`config.mk`:
```
export PLATFORM = sky130hd
export DESIGN_NAME = lcd_nibble_rx
export DESIGN_NICKNAME = d
export VERILOG_FILES = /design/src/rtl/lcd_nibble_rx_pkg.sv /design/src/rtl/lcd_strobe_sync.sv /design/src/rtl/lcd_nibble_rx.sv
export SDC_FILE = /design/constraint.sdc
export NUM_CORES = 1
export LEC_CHECK = 0
export ABC_AREA = 1
export CORE_UTILIZATION = 60
export DETAILED_ROUTE_END_ITERATION = 6
export MAX_ROUTING_LAYER = met4
export PLACE_DENSITY = 0.87
export SYNTH_ARGS = -nofsm -noshare
export SYNTH_HDL_FRONTEND = slang
export SYNTH_SLANG_ARGS = --single-unit
```
`constraint.sdc`:
```
create_clock -name clk -period 2.8 [get_ports clk]
set_input_delay 0.84 -clock clk [delete_from_list [all_inputs] [get_ports clk]]
set_output_delay 0.84 -clock clk [all_outputs]
set_load 0.02 [all_outputs]
```
`src/rtl/lcd_nibble_rx_pkg.sv`:
```
// Shared types and constants for the LCD nibble receiver: FSM states,
// instruction opcodes, the DDRAM fill character, and the instruction
// classifier used by the byte decoder.
package lcd_pkg;

  typedef enum logic [1:0] {
    INIT = 2'd0,
    HI   = 2'd1,
    LO   = 2'd2
  } state_e;

  typedef enum logic [2:0] {
    OP_NONE  = 3'd0,
    OP_CLEAR = 3'd1,
    OP_HOME  = 3'd2,
    OP_ENTRY = 3'd3,
    OP_DISP  = 3'd4,
    OP_FSET  = 3'd5,
    OP_SETDD = 3'd6
  } op_e;

  localparam logic [7:0] CMD_CLEAR = 8'h01;
  localparam logic [7:0] CMD_ENTRY = 8'h04;
  localparam logic [7:0] CMD_DISP  = 8'h08;
  localparam logic [7:0] CMD_FSET  = 8'h20;
  localparam logic [7:0] CMD_SETDD = 8'h80;

  localparam logic [7:0] FILL_CHAR = 8'h20;

  // The highest set bit of an instruction byte selects the command.
  // Bits 6 (CGRAM address) and 4 (cursor/display shift) are not modelled.
  function automatic op_e decode_cmd(input logic [7:0] b);
    op_e op;
    if ((b & CMD_SETDD) != 8'h00)      op = OP_SETDD;
    else if (b[6])                     op = OP_NONE;
    else if ((b & CMD_FSET) != 8'h00)  op = OP_FSET;
    else if (b[4])                     op = OP_NONE;
    else if ((b & CMD_DISP) != 8'h00)  op = OP_DISP;
    else if ((b & CMD_ENTRY) != 8'h00) op = OP_ENTRY;
    else if (b[1])                     op = OP_HOME;
    else if ((b & CMD_CLEAR) != 8'h00) op = OP_CLEAR;
    else                               op = OP_NONE;
    return op;
  endfunction

endpackage

```
`src/rtl/lcd_strobe_sync.sv`:
```
// Bus synchronizer and falling-edge detector for the LCD strobe.
// All bus inputs go through the same SYNC_STAGES flop chain so they stay
// aligned; the reported rs/rw/db are those of the last sample with e high.
module lcd_strobe_sync #(
  parameter int SYNC_STAGES = 2
) (
  input  logic       clk,
  input  logic       rst_n,
  input  logic       lcd_e,
  input  logic       lcd_sf_e,
  input  logic       lcd_rs,
  input  logic       lcd_rw,
  input  logic [3:0] lcd_db,
  output logic       strobe_o,
  output logic       rs_o,
  output logic       rw_o,
  output logic [3:0] db_o
);

  localparam int NS = (SYNC_STAGES < 1) ? 1 : SYNC_STAGES;

  // Bit layout of a bus sample: {e, sf_e, rs, rw, db[3:0]}
  logic [7:0] sync_q [NS];
  logic [7:0] prev_q;

  // Synchronizer chain plus one extra sample for edge detection
  always_ff @(posedge clk or negedge rst_n) begin
    if (!rst_n) begin
      for (int i = 0; i < NS; i++) sync_q[i] <= '0;
      prev_q <= '0;
    end else begin
      sync_q[0] <= {lcd_e, lcd_sf_e, lcd_rs, lcd_rw, lcd_db};
      for (int i = 1; i < NS; i++) sync_q[i] <= sync_q[i-1];
      prev_q <= sync_q[NS-1];
    end
  end

  assign strobe_o = prev_q[7] & ~sync_q[NS-1][7] & prev_q[6];
  assign rs_o     = prev_q[5];
  assign rw_o     = prev_q[4];
  assign db_o     = prev_q[3:0];

endmodule

```
`src/rtl/lcd_nibble_rx.sv`:
```
// Display-side receiver for the 4-bit HD44780-style LCD bus.
// Tracks the 8-bit/4-bit init handshake, pairs nibbles into bytes,
// decodes instructions and keeps a small DDRAM plus display status.
// Optional feature macro: LCD_BUSY_MODEL_EN enables the busy-time counters
// and the overrun flag; without it busy only covers the DDRAM fill.
module lcd_nibble_rx
  import lcd_pkg::*;
#(
  parameter int DEPTH        = 32,
  parameter int SYNC_STAGES  = 2,
  parameter int CLEAR_CYCLES = 82000,
  parameter int CMD_CYCLES   = 2000
) (
  input  logic                     clk,
  input  logic                     rst_n,
  input  logic                     lcd_e,
  input  logic                     lcd_sf_e,
  input  logic                     lcd_rs,
  input  logic                     lcd_rw,
  input  logic [3:0]               lcd_db,
  output logic                     byte_valid,
  output logic [7:0]               byte_data,
  output logic                     byte_rs,
  output logic                     mode4,
  output logic                     disp_on,
  output logic                     entry_inc,
  output logic [$clog2(DEPTH)-1:0] cur_addr,
  input  logic [$clog2(DEPTH)-1:0] rd_addr,
  output logic [7:0]               rd_data,
  output logic                     busy,
  output logic                     proto_err,
  output logic                     overrun
);

  localparam int AW = $clog2(DEPTH);

  logic       stb, s_rs, s_rw, acc;
  logic [3:0] s_db;

  state_e     state_q, state_d;
  logic [3:0] hi_nib_q, hi_nib_d;
  logic       hi_rs_q, hi_rs_d;
  logic       mode4_q, mode4_d;
  logic       disp_on_q, disp_on_d;
  logic       entry_inc_q, entry_inc_d;
  logic       proto_err_q, proto_err_d;
  logic       byte_valid_q;
  logic [7:0] byte_data_q, byte_data_d;
  logic       byte_rs_q, byte_rs_d;
  logic [AW-1:0] cur_addr_q, cur_addr_d;

  logic          started_q, fill_q, fill_go;
  logic [AW-1:0] fill_addr_q;

  logic       hold_vld_q, hold_rs_q;
  logic [3:0] hold_db_q;

  logic       proc_vld, proc_rs;
  logic [3:0] proc_db;
  logic       cmplt, clear_cmd, data_wr;
  logic [7:0] byte_c;

  logic       busy_w, overrun_w;

  logic [7:0] mem_q [DEPTH];
  logic [7:0] rd_data_q;

  lcd_strobe_sync #(
    .SYNC_STAGES(SYNC_STAGES)
  ) u_sync (
    .clk      (clk),
    .rst_n    (rst_n),
    .lcd_e    (lcd_e),
    .lcd_sf_e (lcd_sf_e),
    .lcd_rs   (lcd_rs),
    .lcd_rw   (lcd_rw),
    .lcd_db   (lcd_db),
    .strobe_o (stb),
    .rs_o     (s_rs),
    .rw_o     (s_rw),
    .db_o     (s_db)
  );

  // Read strobes carry no data for the display and are dropped here
  assign acc = stb & ~s_rw;

  // Pick the strobe to act on: nothing during a fill, the held one first after
  always_comb begin
    proc_vld = 1'b0;
    proc_rs  = hold_rs_q;
    proc_db  = hold_db_q;
    if (!fill_q) begin
      if (hold_vld_q) begin
        proc_vld = 1'b1;
      end else if (acc) begin
        proc_vld = 1'b1;
        proc_rs  = s_rs;
        proc_db  = s_db;
      end
    end
  end

  // Single-entry hold for strobes arriving while DDRAM is being filled;
  // a strobe that finds the hold full during a fill is lost
  always_ff @(posedge clk or negedge rst_n) begin
    if (!rst_n) begin
      hold_vld_q <= 1'b0;
      hold_rs_q  <= 1'b0;
      hold_db_q  <= '0;
    end else if (fill_q) begin
      if (acc && !hold_vld_q) begin
        hold_vld_q <= 1'b1;
        hold_rs_q  <= s_rs;
        hold_db_q  <= s_db;
      end
    end else if (hold_vld_q) begin
      hold_vld_q <= acc;
      if (acc) begin
        hold_rs_q <= s_rs;
        hold_db_q <= s_db;
      end
    end
  end

  // DDRAM fill sequencer: runs once after reset and after every Clear Display
  assign fill_go = ~started_q | clear_cmd;

  always_ff @(posedge clk or negedge rst_n) begin
    if (!rst_n) begin
      started_q   <= 1'b0;
      fill_q      <= 1'b0;
      fill_addr_q <= '0;
    end else begin
      started_q <= 1'b1;
      if (fill_go) begin
        fill_q      <= 1'b1;
        fill_addr_q <= '0;
      end else if (fill_q) begin
        fill_addr_q <= fill_addr_q + 1'b1;
        if (fill_addr_q == AW'(DEPTH - 1)) fill_q <= 1'b0;
      end
    end
  end

  // DDRAM write port shared by the fill sequencer and data bytes
  always_ff @(posedge clk) begin
    if (fill_q) begin
      mem_q[fill_addr_q] <= FILL_CHAR;
    end else if (data_wr) begin
      mem_q[cur_addr_q] <= byte_c;
    end
  end

  // Registered debug read port
  always_ff @(posedge clk or negedge rst_n) begin
    if (!rst_n) rd_data_q <= '0;
    else        rd_data_q <= mem_q[rd_addr];
  end

  // Receiver FSM and display status registers
  always_ff @(posedge clk or negedge rst_n) begin
    if (!rst_n) begin
      state_q      <= INIT;
      hi_nib_q     <= '0;
      hi_rs_q      <= 1'b0;
      mode4_q      <= 1'b0;
      disp_on_q    <= 1'b0;
      entry_inc_q  <= 1'b1;
      proto_err_q  <= 1'b0;
      byte_valid_q <= 1'b0;
      byte_data_q  <= '0;
      byte_rs_q    <= 1'b0;
      cur_addr_q   <= '0;
    end else begin
      state_q      <= state_d;
      hi_nib_q     <= hi_nib_d;
      hi_rs_q      <= hi_rs_d;
      mode4_q      <= mode4_d;
      disp_on_q    <= disp_on_d;
      entry_inc_q  <= entry_inc_d;
      proto_err_q  <= proto_err_d;
      byte_valid_q <= cmplt;
      byte_data_q  <= byte_data_d;
      byte_rs_q    <= byte_rs_d;
      cur_addr_q   <= cur_addr_d;
    end
  end

  // Next-state logic: init handshake, nibble pairing and byte decode
  always_comb begin
    state_d     = state_q;
    hi_nib_d    = hi_nib_q;
    hi_rs_d     = hi_rs_q;
    mode4_d     = mode4_q;
    disp_on_d   = disp_on_q;
    entry_inc_d = entry_inc_q;
    proto_err_d = proto_err_q;
    byte_data_d = byte_data_q;
    byte_rs_d   = byte_rs_q;
    cur_addr_d  = cur_addr_q;
    cmplt       = 1'b0;
    clear_cmd   = 1'b0;
    data_wr     = 1'b0;
    byte_c      = {hi_nib_q, proc_db};

    case (state_q)
      INIT: begin
        // 8-bit-mode nibbles: 3 keeps waiting, 2 switches to 4-bit mode
        if (proc_vld && !proc_rs && (proc_db == 4'h2)) begin
          mode4_d = 1'b1;
          state_d = HI;
        end
      end
      HI: begin
        if (proc_vld) begin
          hi_nib_d = proc_db;
          hi_rs_d  = proc_rs;
          state_d  = LO;
        end
      end
      LO: begin
        if (proc_vld) begin
          state_d = HI;
          if (proc_rs != hi_rs_q) begin
            // Mismatched halves: drop the whole byte, realign on the next nibble
            proto_err_d = 1'b1;
          end else begin
            cmplt       = 1'b1;
            byte_data_d = byte_c;
            byte_rs_d   = proc_rs;
            if (hi_rs_q) begin
              data_wr    = 1'b1;
              cur_addr_d = entry_inc_q ? cur_addr_q + 1'b1 : cur_addr_q - 1'b1;
            end else begin
              case (decode_cmd(byte_c))
                OP_CLEAR: begin
                  clear_cmd   = 1'b1;
                  cur_addr_d  = '0;
                  entry_inc_d = 1'b1;
                end
                OP_HOME:  cur_addr_d  = '0;
                OP_ENTRY: entry_inc_d = byte_c[1];
                OP_DISP:  disp_on_d   = byte_c[2];
                OP_FSET: begin
                  if (byte_c[4]) begin
                    mode4_d = 1'b0;
                    state_d = INIT;
                  end
                end
                OP_SETDD: cur_addr_d = byte_c[AW-1:0];
                default: ;
              endcase
            end
          end
        end
      end
      default: state_d = INIT;
    endcase
  end

`ifdef LCD_BUSY_MODEL_EN
  localparam int BMAX = (CLEAR_CYCLES > CMD_CYCLES) ? CLEAR_CYCLES : CMD_CYCLES;
  localparam int CW   = $clog2(BMAX + 1);

  logic [CW-1:0] busy_cnt_q;
  logic          overrun_q;

  // Busy-time model and sticky overrun for strobes that arrive while busy
  always_ff @(posedge clk or negedge rst_n) begin
    if (!rst_n) begin
      busy_cnt_q <= '0;
      overrun_q  <= 1'b0;
    end else begin
      if (cmplt) begin
        busy_cnt_q <= clear_cmd ? CW'(CLEAR_CYCLES) : CW'(CMD_CYCLES);
      end else if (busy_cnt_q != '0) begin
        busy_cnt_q <= busy_cnt_q - 1'b1;
      end
      if (acc && busy_w) overrun_q <= 1'b1;
    end
  end

  assign busy_w    = fill_q | (busy_cnt_q != '0);
  assign overrun_w = overrun_q;
`else
  assign busy_w    = fill_q;
  assign overrun_w = 1'b0;
`endif

  assign byte_valid = byte_valid_q;
  assign byte_data  = byte_data_q;
  assign byte_rs    = byte_rs_q;
  assign mode4      = mode4_q;
  assign disp_on    = disp_on_q;
  assign entry_inc  = entry_inc_q;
  assign cur_addr   = cur_addr_q;
  assign rd_data    = rd_data_q;
  assign busy       = busy_w;
  assign proto_err  = proto_err_q;
  assign overrun    = overrun_w;

endmodule

```
After elaboration in Yosys (flattened, before gate mapping)
Memories as Yosys holds them, arrays and structs flattened. A register that Yosys moved wholly into a read port is not among the register bits.
Index checks and enable logic that the tools add are counted.
- flip-flop bits (word level): 63
- latch bits: 0
- RAM bits: 256
- memory bits (read-only): 0
- input port bits: 15
- output and inout bits: 29
- word-level logic and storage cells: 149
- memories kept: 1
- memories (name ; depth ; bits a word ; read ports ; clocked after Yosys merged registers in ; wr ports ; RTL line ; text):
    mem_q ; 32 ; 8 ; 1 ; 1 ; 1 ; lcd_nibble_rx.sv:65 ; logic [7:0] mem_q [DEPTH];
- $add $sub $neg: 3
- multiply operators: 0
- div/mod/pow operators: 0
- $lt $le $gt $ge: 0
- equal/unequal tests: 19
- shift operators: 0
- multiplexer cells: 74
- bitwise operators: 9
- reduce and logical (&&, ||, !) cells: 23
- operator list (kind ; count):
    two-way mux 1 bit ; 44
    two-way mux 3 bit ; 9
    two-way mux 5 bit ; 5
    two-way mux 4 bit ; 6
    inequality test 2 bit (second input constant) ; 7
    adder 5 x 1 -> 5 bit (second input constant) ; 2
    two-way mux 2 bit ; 5
    case mux 5 bit (2 select lines) ; 1
    AND reduction 5 bit ; 2
    equality test 3 bit (second input constant) ; 3
    AND reduction 3 bit ; 3
    two-way mux 8 bit ; 1
    nonzero test 2 bit ; 4
    OR reduction 8 bit ; 1
    AND reduction 7 bit ; 1
    equality test 3 x 2 -> 1 bit (second input constant) ; 2
    case mux 2 bit (3 select lines) ; 1
    equality test 5 bit (second input constant) ; 1
    inverter 1 bit ; 5
    subtractor 5 x 1 -> 5 bit (second input constant) ; 1
    equality test 4 x 2 -> 1 bit (second input constant) ; 1
    case mux 1 bit (2 select lines) ; 2
    AND reduction 2 bit ; 2
    AND reduction 4 bit ; 1
    12 further kinds ; 18

Depth between registers and ports, before layout
- depth in word-level cells: 27
- mapped depth: 16
- mapped depth without buffers: 16

By module
A second synthesis with hierarchy kept.
- cells, all modules: 1088
- area, all modules: 13257.7 µm²
- modules (own cells, without submodules) (module ; times used ; cells an instance ; area each (µm²)):
    lcd_nibble_rx ; 1 ; 1058 ; 12617.1
    lcd_strobe_sync ; 1 ; 30 ; 640.6

Worst setup path after synthesis
No wires, ideal clock.
- path kind: reg2reg
- from: register fill_q (netlist: busy)
- to: memory mem_q[0][3] (data pin)
- library setup time: 351 ps
- data arrival time: 2271 ps
- data required time: 2449 ps
- slack: 178 ps
- cell stages (with the launch flop): 9
- buffers on the path: 2
- cell sequence: dfrtp_1 > buf_4 > nor2_8 > nand2_1 > o21ai_1 > ha_1 > nand2_4 > buf_6 > nor2_1
- cells in the longest elaborated chain, start to end: 10
- elaborated cells between the ends (all ways): 12
- RTL lines (element ; RTL line ; text):
    from (decl) ; lcd_nibble_rx.sv:52 ; logic started_q, fill_q, fill_go;
    from (signal assigned) ; lcd_nibble_rx.sv:131 ; fill_q <= 1'b0;
    from (signal assigned) ; lcd_nibble_rx.sv:136 ; fill_q <= 1'b1;
    from (signal assigned) ; lcd_nibble_rx.sv:140 ; if (fill_addr_q == AW'(DEPTH - 1)) fill_q <= 1'b0;
    two-way mux 1 bit ; lcd_nibble_rx.sv:92 ; if (!fill_q) begin
    net proc_rs ; lcd_nibble_rx.sv:58 ; logic proc_vld, proc_rs;
    inequality test 1 bit ; lcd_nibble_rx.sv:224 ; if (proc_rs != hi_rs_q) begin
    two-way mux 1 bit ; lcd_nibble_rx.sv:224 ;
    two-way mux 1 bit ; lcd_nibble_rx.sv:222 ; if (proc_vld) begin
    two-way mux 1 bit ; lcd_nibble_rx.sv:206 ; case (state_q)
    two-way mux 1 bit ; lcd_nibble_rx.sv:149 ; end else if (data_wr) begin
    two-way mux 1 bit ; lcd_nibble_rx.sv:147 ; if (fill_q) begin
    two-way mux 1 bit (not written as such) ; lcd_nibble_rx.sv:150 ; mem_q[cur_addr_q] <= byte_c;
    OR reduction 8 bit (no source line) ; - ;
    two-way mux 8 bit (no source line) ; - ;
    to (decl) ; lcd_nibble_rx.sv:65 ;
The timed path passes the listed nets, and every way through them passes these cells.

Worst setup path after layout
- from: register u_sync.sync_q[7] in the netlist's numbering
- to: memory mem_q[24][4] (enable)
- cells in the longest elaborated chain, start to end: 16
- elaborated cells between the ends (all ways): 20
- RTL lines (element ; RTL line ; text):
    from (decl) ; lcd_strobe_sync.sv:23 ; logic [7:0] sync_q [NS];
    inverter 1 bit * ; lcd_strobe_sync.sv:38 ; assign strobe_o = prev_q[7] & ~sync_q[NS-1][7] & prev_q[6];
    bitwise AND 1 bit * (2 in series) ; lcd_strobe_sync.sv:38 ;
    bitwise AND 1 bit * ; lcd_nibble_rx.sv:85 ; assign acc = stb & ~s_rw;
    two-way mux 1 bit * ; lcd_nibble_rx.sv:95 ; end else if (acc) begin
    two-way mux 1 bit * ; lcd_nibble_rx.sv:93 ; if (hold_vld_q) begin
    two-way mux 1 bit * ; lcd_nibble_rx.sv:92 ;
    net proc_rs ; lcd_nibble_rx.sv:58 ;
    inequality test 1 bit * ; lcd_nibble_rx.sv:224 ;
    two-way mux 1 bit * ; lcd_nibble_rx.sv:224 ;
    two-way mux 1 bit * ; lcd_nibble_rx.sv:222 ;
    two-way mux 1 bit * ; lcd_nibble_rx.sv:206 ;
    two-way mux 1 bit * ; lcd_nibble_rx.sv:149 ;
    two-way mux 1 bit * ; lcd_nibble_rx.sv:147 ;
    two-way mux 1 bit (not written as such) * ; lcd_nibble_rx.sv:150 ;
    OR reduction 8 bit (no source line) ; - ;
    two-way mux 5 bit (no source line) or two-way mux 1 bit (tied branches) ; - ;
The timed path passes the listed nets; every way through them passes the cells marked *.

==> metrics.md <==
| Metric | Value |
|---|---|
| Post-Syn Nets | 1103 |
| Max-cap violations | 0 |
| CTS Buffer Depth | 3 |
| Top_reg_cell synth | edfxtp_1 |
| Initial drt markers | 1164 |
| Max Slew Vio Count | 0 |
| Final nets | 1200 |
| Net Switching | 2450 uW |
| RR Endpoint | mem_q[24][4] |
| Max Clock Skew | 0.0232 ns |
| Pwr per Cell Area | 668 nW/um2 |
| Largest net degree at the start of global routing | around 130 |
| Layout cells sized above 1 | between 10% and 20% |
| Fin crit share | 101% |
| Die Y | 151 um |
| CP required | 3.08 ns |
| Clk root buf | clkbuf_16 |
| Placement Setup Slack | -0.0784 ns |
| Max VDD drop | 539 uV |
| Seq/Total Area, Yosys | 71.2% |
| DP HPWL | 19.1 mm |
| Die Width | 151 um |
| # IOs | 44 |
| Ant. Diodes | 0 |
| DP Cell Count | 1417 |
| Number of synthesized register bits | between 300 and 400 |
| Leakage | 0.00577 uW |
| Die area | about 23000 um2 |
| Final hold violations | 0 |
| R2R depth | 14 |
| Warnings from Yosys | 0 |
| Worst min-delay path category | in2async |
| Gate power share | under 10% |
| Outcome | finished with violations |
| Clock power frac | slightly below 40% |
| Post-layout min period | between 2 and 3 ns |
| Violated checks | setup timing |
| Sequential Power Share | approximately 51% |
| Max Freq | 353 MHz |
| Crit path DAT | 3.11 ns |
| Crit path from | u_sync.sync_q[7] |
| Synth unique cells | 40 |
| Most common cell after layout, fill and taps aside | edfxtp_1 |
| R2r startpoint | u_sync.sync_q[7] |
| Syn Area/Cell | 12.3 um2 |
| Max_slew headroom | 54.9% |
| Clock latency on the worst-skew pair | 0.57 ns |
| Area Overhead vs Synth | 17.8% |
| Pre-antenna DRT Iters | 5 |
| Synthesized cell area | approximately 13000 um2 |
| Internal | 8020 uW |
| Setup violators final | 25 |
| Commonest non-fill, non-tap cells in the layout | 256 x edfxtp_1, 184 x nor2_1, 166 x o21ai_0, 76 x nand2_1, 71 x buf_4 |
| Initial antenna violation count | 0 |
| DR vias/cell | 6.20 |
| Gate Count Post-Synth | around 1100 |
| Post-synth EDFFs | 256 |
| Total CTS buffers | 31 |
| Global-route wire length before repair | between 40 and 50 mm |
| Post-Route WL | between 30 and 40 mm |
| Routed wire per std cell | 21.5 um |
| Global route total overflow | 0 |
| Worst setup margin | -0.0292 ns |
| Vias in the first global route | 8873 |
| Layout Cells excl Fill | 1482 |
| H-tree Lvls | 1 |
| Row Count | 54 |
| GRT Resource Usage Total | 29.3% |
| Fin Hold WS | 0.273 ns |
| Clock transition at the registers of the reported paths | about 0.060 ns |
| CTS Sinks | 327 |
| Vias post-DR | 9184 |
| Starting Density | 61.1% |
| Port bufs | 42 |
| Fillers | around 1300 |
| # DRC | 0 |
| Fraction of synthesis flops using an asynchronous set or reset pin | 21.7% |
| Switching power share of the total | 23.4% |
| CTS tree | built |
| CP max FO | 12 |
| Final ANT Viol Nets | 0 |
| Worst Max-Slew Pin Slew | around 0.67 ns |
| CP startpoint kind | flip-flop |
| Gpl congestion | 0.916 |
| RSZ-0062 raised after global routing | true |
| Worst reg2reg setup slack | -0.03 ns |
| CP Capture Type | flip-flop |
| CP Class | reg2reg |
| Core area | approximately 22000 um2 |
-- worst max-delay path, cell delays in order, from the launching register on --
cell,delay [ns]
dfrtp_1,0.41
nor2_4,0.17
nand3_1,0.09
nand2_1,0.09
nand2_1,0.05
o21ai_1,0.11
ha_2,0.28
nand2_8,0.11
nand2_1,0.09
o21ai_2,0.09
inv_2,0.10
nand3_2,0.33
buf_4,0.29
nor2_1,0.13
buf_4,0.20
-- repair_timing --
action | 4_1_cts | 5_1_grt
endpoints found under the setup margin | 88 | 187
pin swaps | 0 | 3
hold buffers | 0 | 0
gates resized for setup | 7 | 18
setup buffers | 0 | 7
hold endpoints to repair | 0 | 0
-- per-stage QoR --
step | util [%] | instance area, um2 | setup TNS, ns | total power [uW]
after floorplan | - | 13300 | 0 | 6000
after global placement | 66.6 | 14500 | 0 | 6320
after detailed placement | 66.6 | 14500 | -4.13 | 6350
after CTS | 71.4 | 15500 | -2.74 | 10400
after global routing | 72.0 | 15700 | -8.74 | 10800
final | 72.0 | 15700 | -0.450 | 10500
-- layout make-up --
type / instances / area, um2 / share of cell area, %
Sequential cell: 327 / 9470 / 60.4
Clock inverter: 7 / 70.1 / 0.447
Timing Repair Buffer: 121 / 1120 / 7.15
Inverter: 49 / 185 / 1.18
Multi-Input combinational cell: 647 / 3510 / 22.4
Tap cell: 280 / 350 / 2.24
Clock buffer: 51 / 956 / 6.10
-- how the worst max path moves through the flow --
stage	to	slack, ns	cells past startpoint
final	mem_q[24][4]	-0.03	14
after global routing	mem_q[24][7]	-0.17	14
after CTS	mem_q[14][6]	-0.09	13
after detailed placement	mem_q[14][0]	-0.08	13
after global placement	mem_q[7][4]	0.02	13
after floorplan	mem_q[0][3]	0.18	8
-- flip-flops by register name, indices dropped and copies added, names as in the netlist, 4 cells and up --
name / count
u_sync.prev_q: 8
u_sync.sync_q: 16
hi_nib_q: 4
byte_data: 8
fill_addr_q: 5
rd_data: 8
mem_q: 256
cur_addr: 5
hold_db_q: 4
-- synth_stat cells (2+ instances only) --
master,number,area [um2]
conb_1,2,7.51
xor2_1,4,35.0
o211ai_1,4,30.0
buf_2,6,30.0
nor3_1,2,10.0
o31ai_1,3,22.5
nand4_1,3,18.8
inv_2,10,37.5
nand2_2,14,87.6
nand2_4,5,56.3
o21ai_4,2,32.5
nand2_1,76,285
dfrtp_1,70,1750
nand3_2,5,50.1
clkinv_1,2,7.51
clkbuf_1,48,180
o221ai_1,48,420
a31oi_1,10,62.6
a21o_1,2,15.0
ha_1,7,87.6
a21oi_1,2,10.0
o22ai_1,17,106
buf_4,2,15.0
inv_1,37,139
o21ai_1,2,10.0
o21ai_0,166,831
nor2_8,2,40.0
edfxtp_1,256,7690
nand3_1,47,235
nor2_1,205,769
nor2_4,5,56.3
o21ai_2,3,26.3
a32oi_1,6,52.6
-- kinds of logic (layout without fill, tap and decap cells) --
group,Yosys count,in the layout,synth area share [%]
xor gates and xnor gates,5,5,0.329
and+or+nand+nor,366,366,12.2
AOI/OAI and AO/OA,266,266,12.2
adders and majority gates,8,8,0.809
buffers and inverters,106,228,3.16
DFF,327,327,71.2
other,2,2,0.0565
-- power groups by stage --
stage / Clock (uW) / Sequential (uW) / Combinational [uW]
after global placement: 0 / 5440 / 884
after CTS: 4170 / 5350 / 933
after floorplan: 0 / 5450 / 557
final: 4140 / 5350 / 973
after detailed placement: 0 / 5440 / 911
after global routing: 4340 / 5350 / 1060
-- metal layers --
metal	track usage [%]	share of wire, %	routed length [um]	up-vias
li1	-	-	-	4107
met4	11.0	3.4	1080	0
met2	45.9	49	15500	578
met1	39.5	38	12000	4414
met5	-	0	0	-
met3	4.19	10	3280	85
Note: power is estimated with default switching activity, not from simulation.
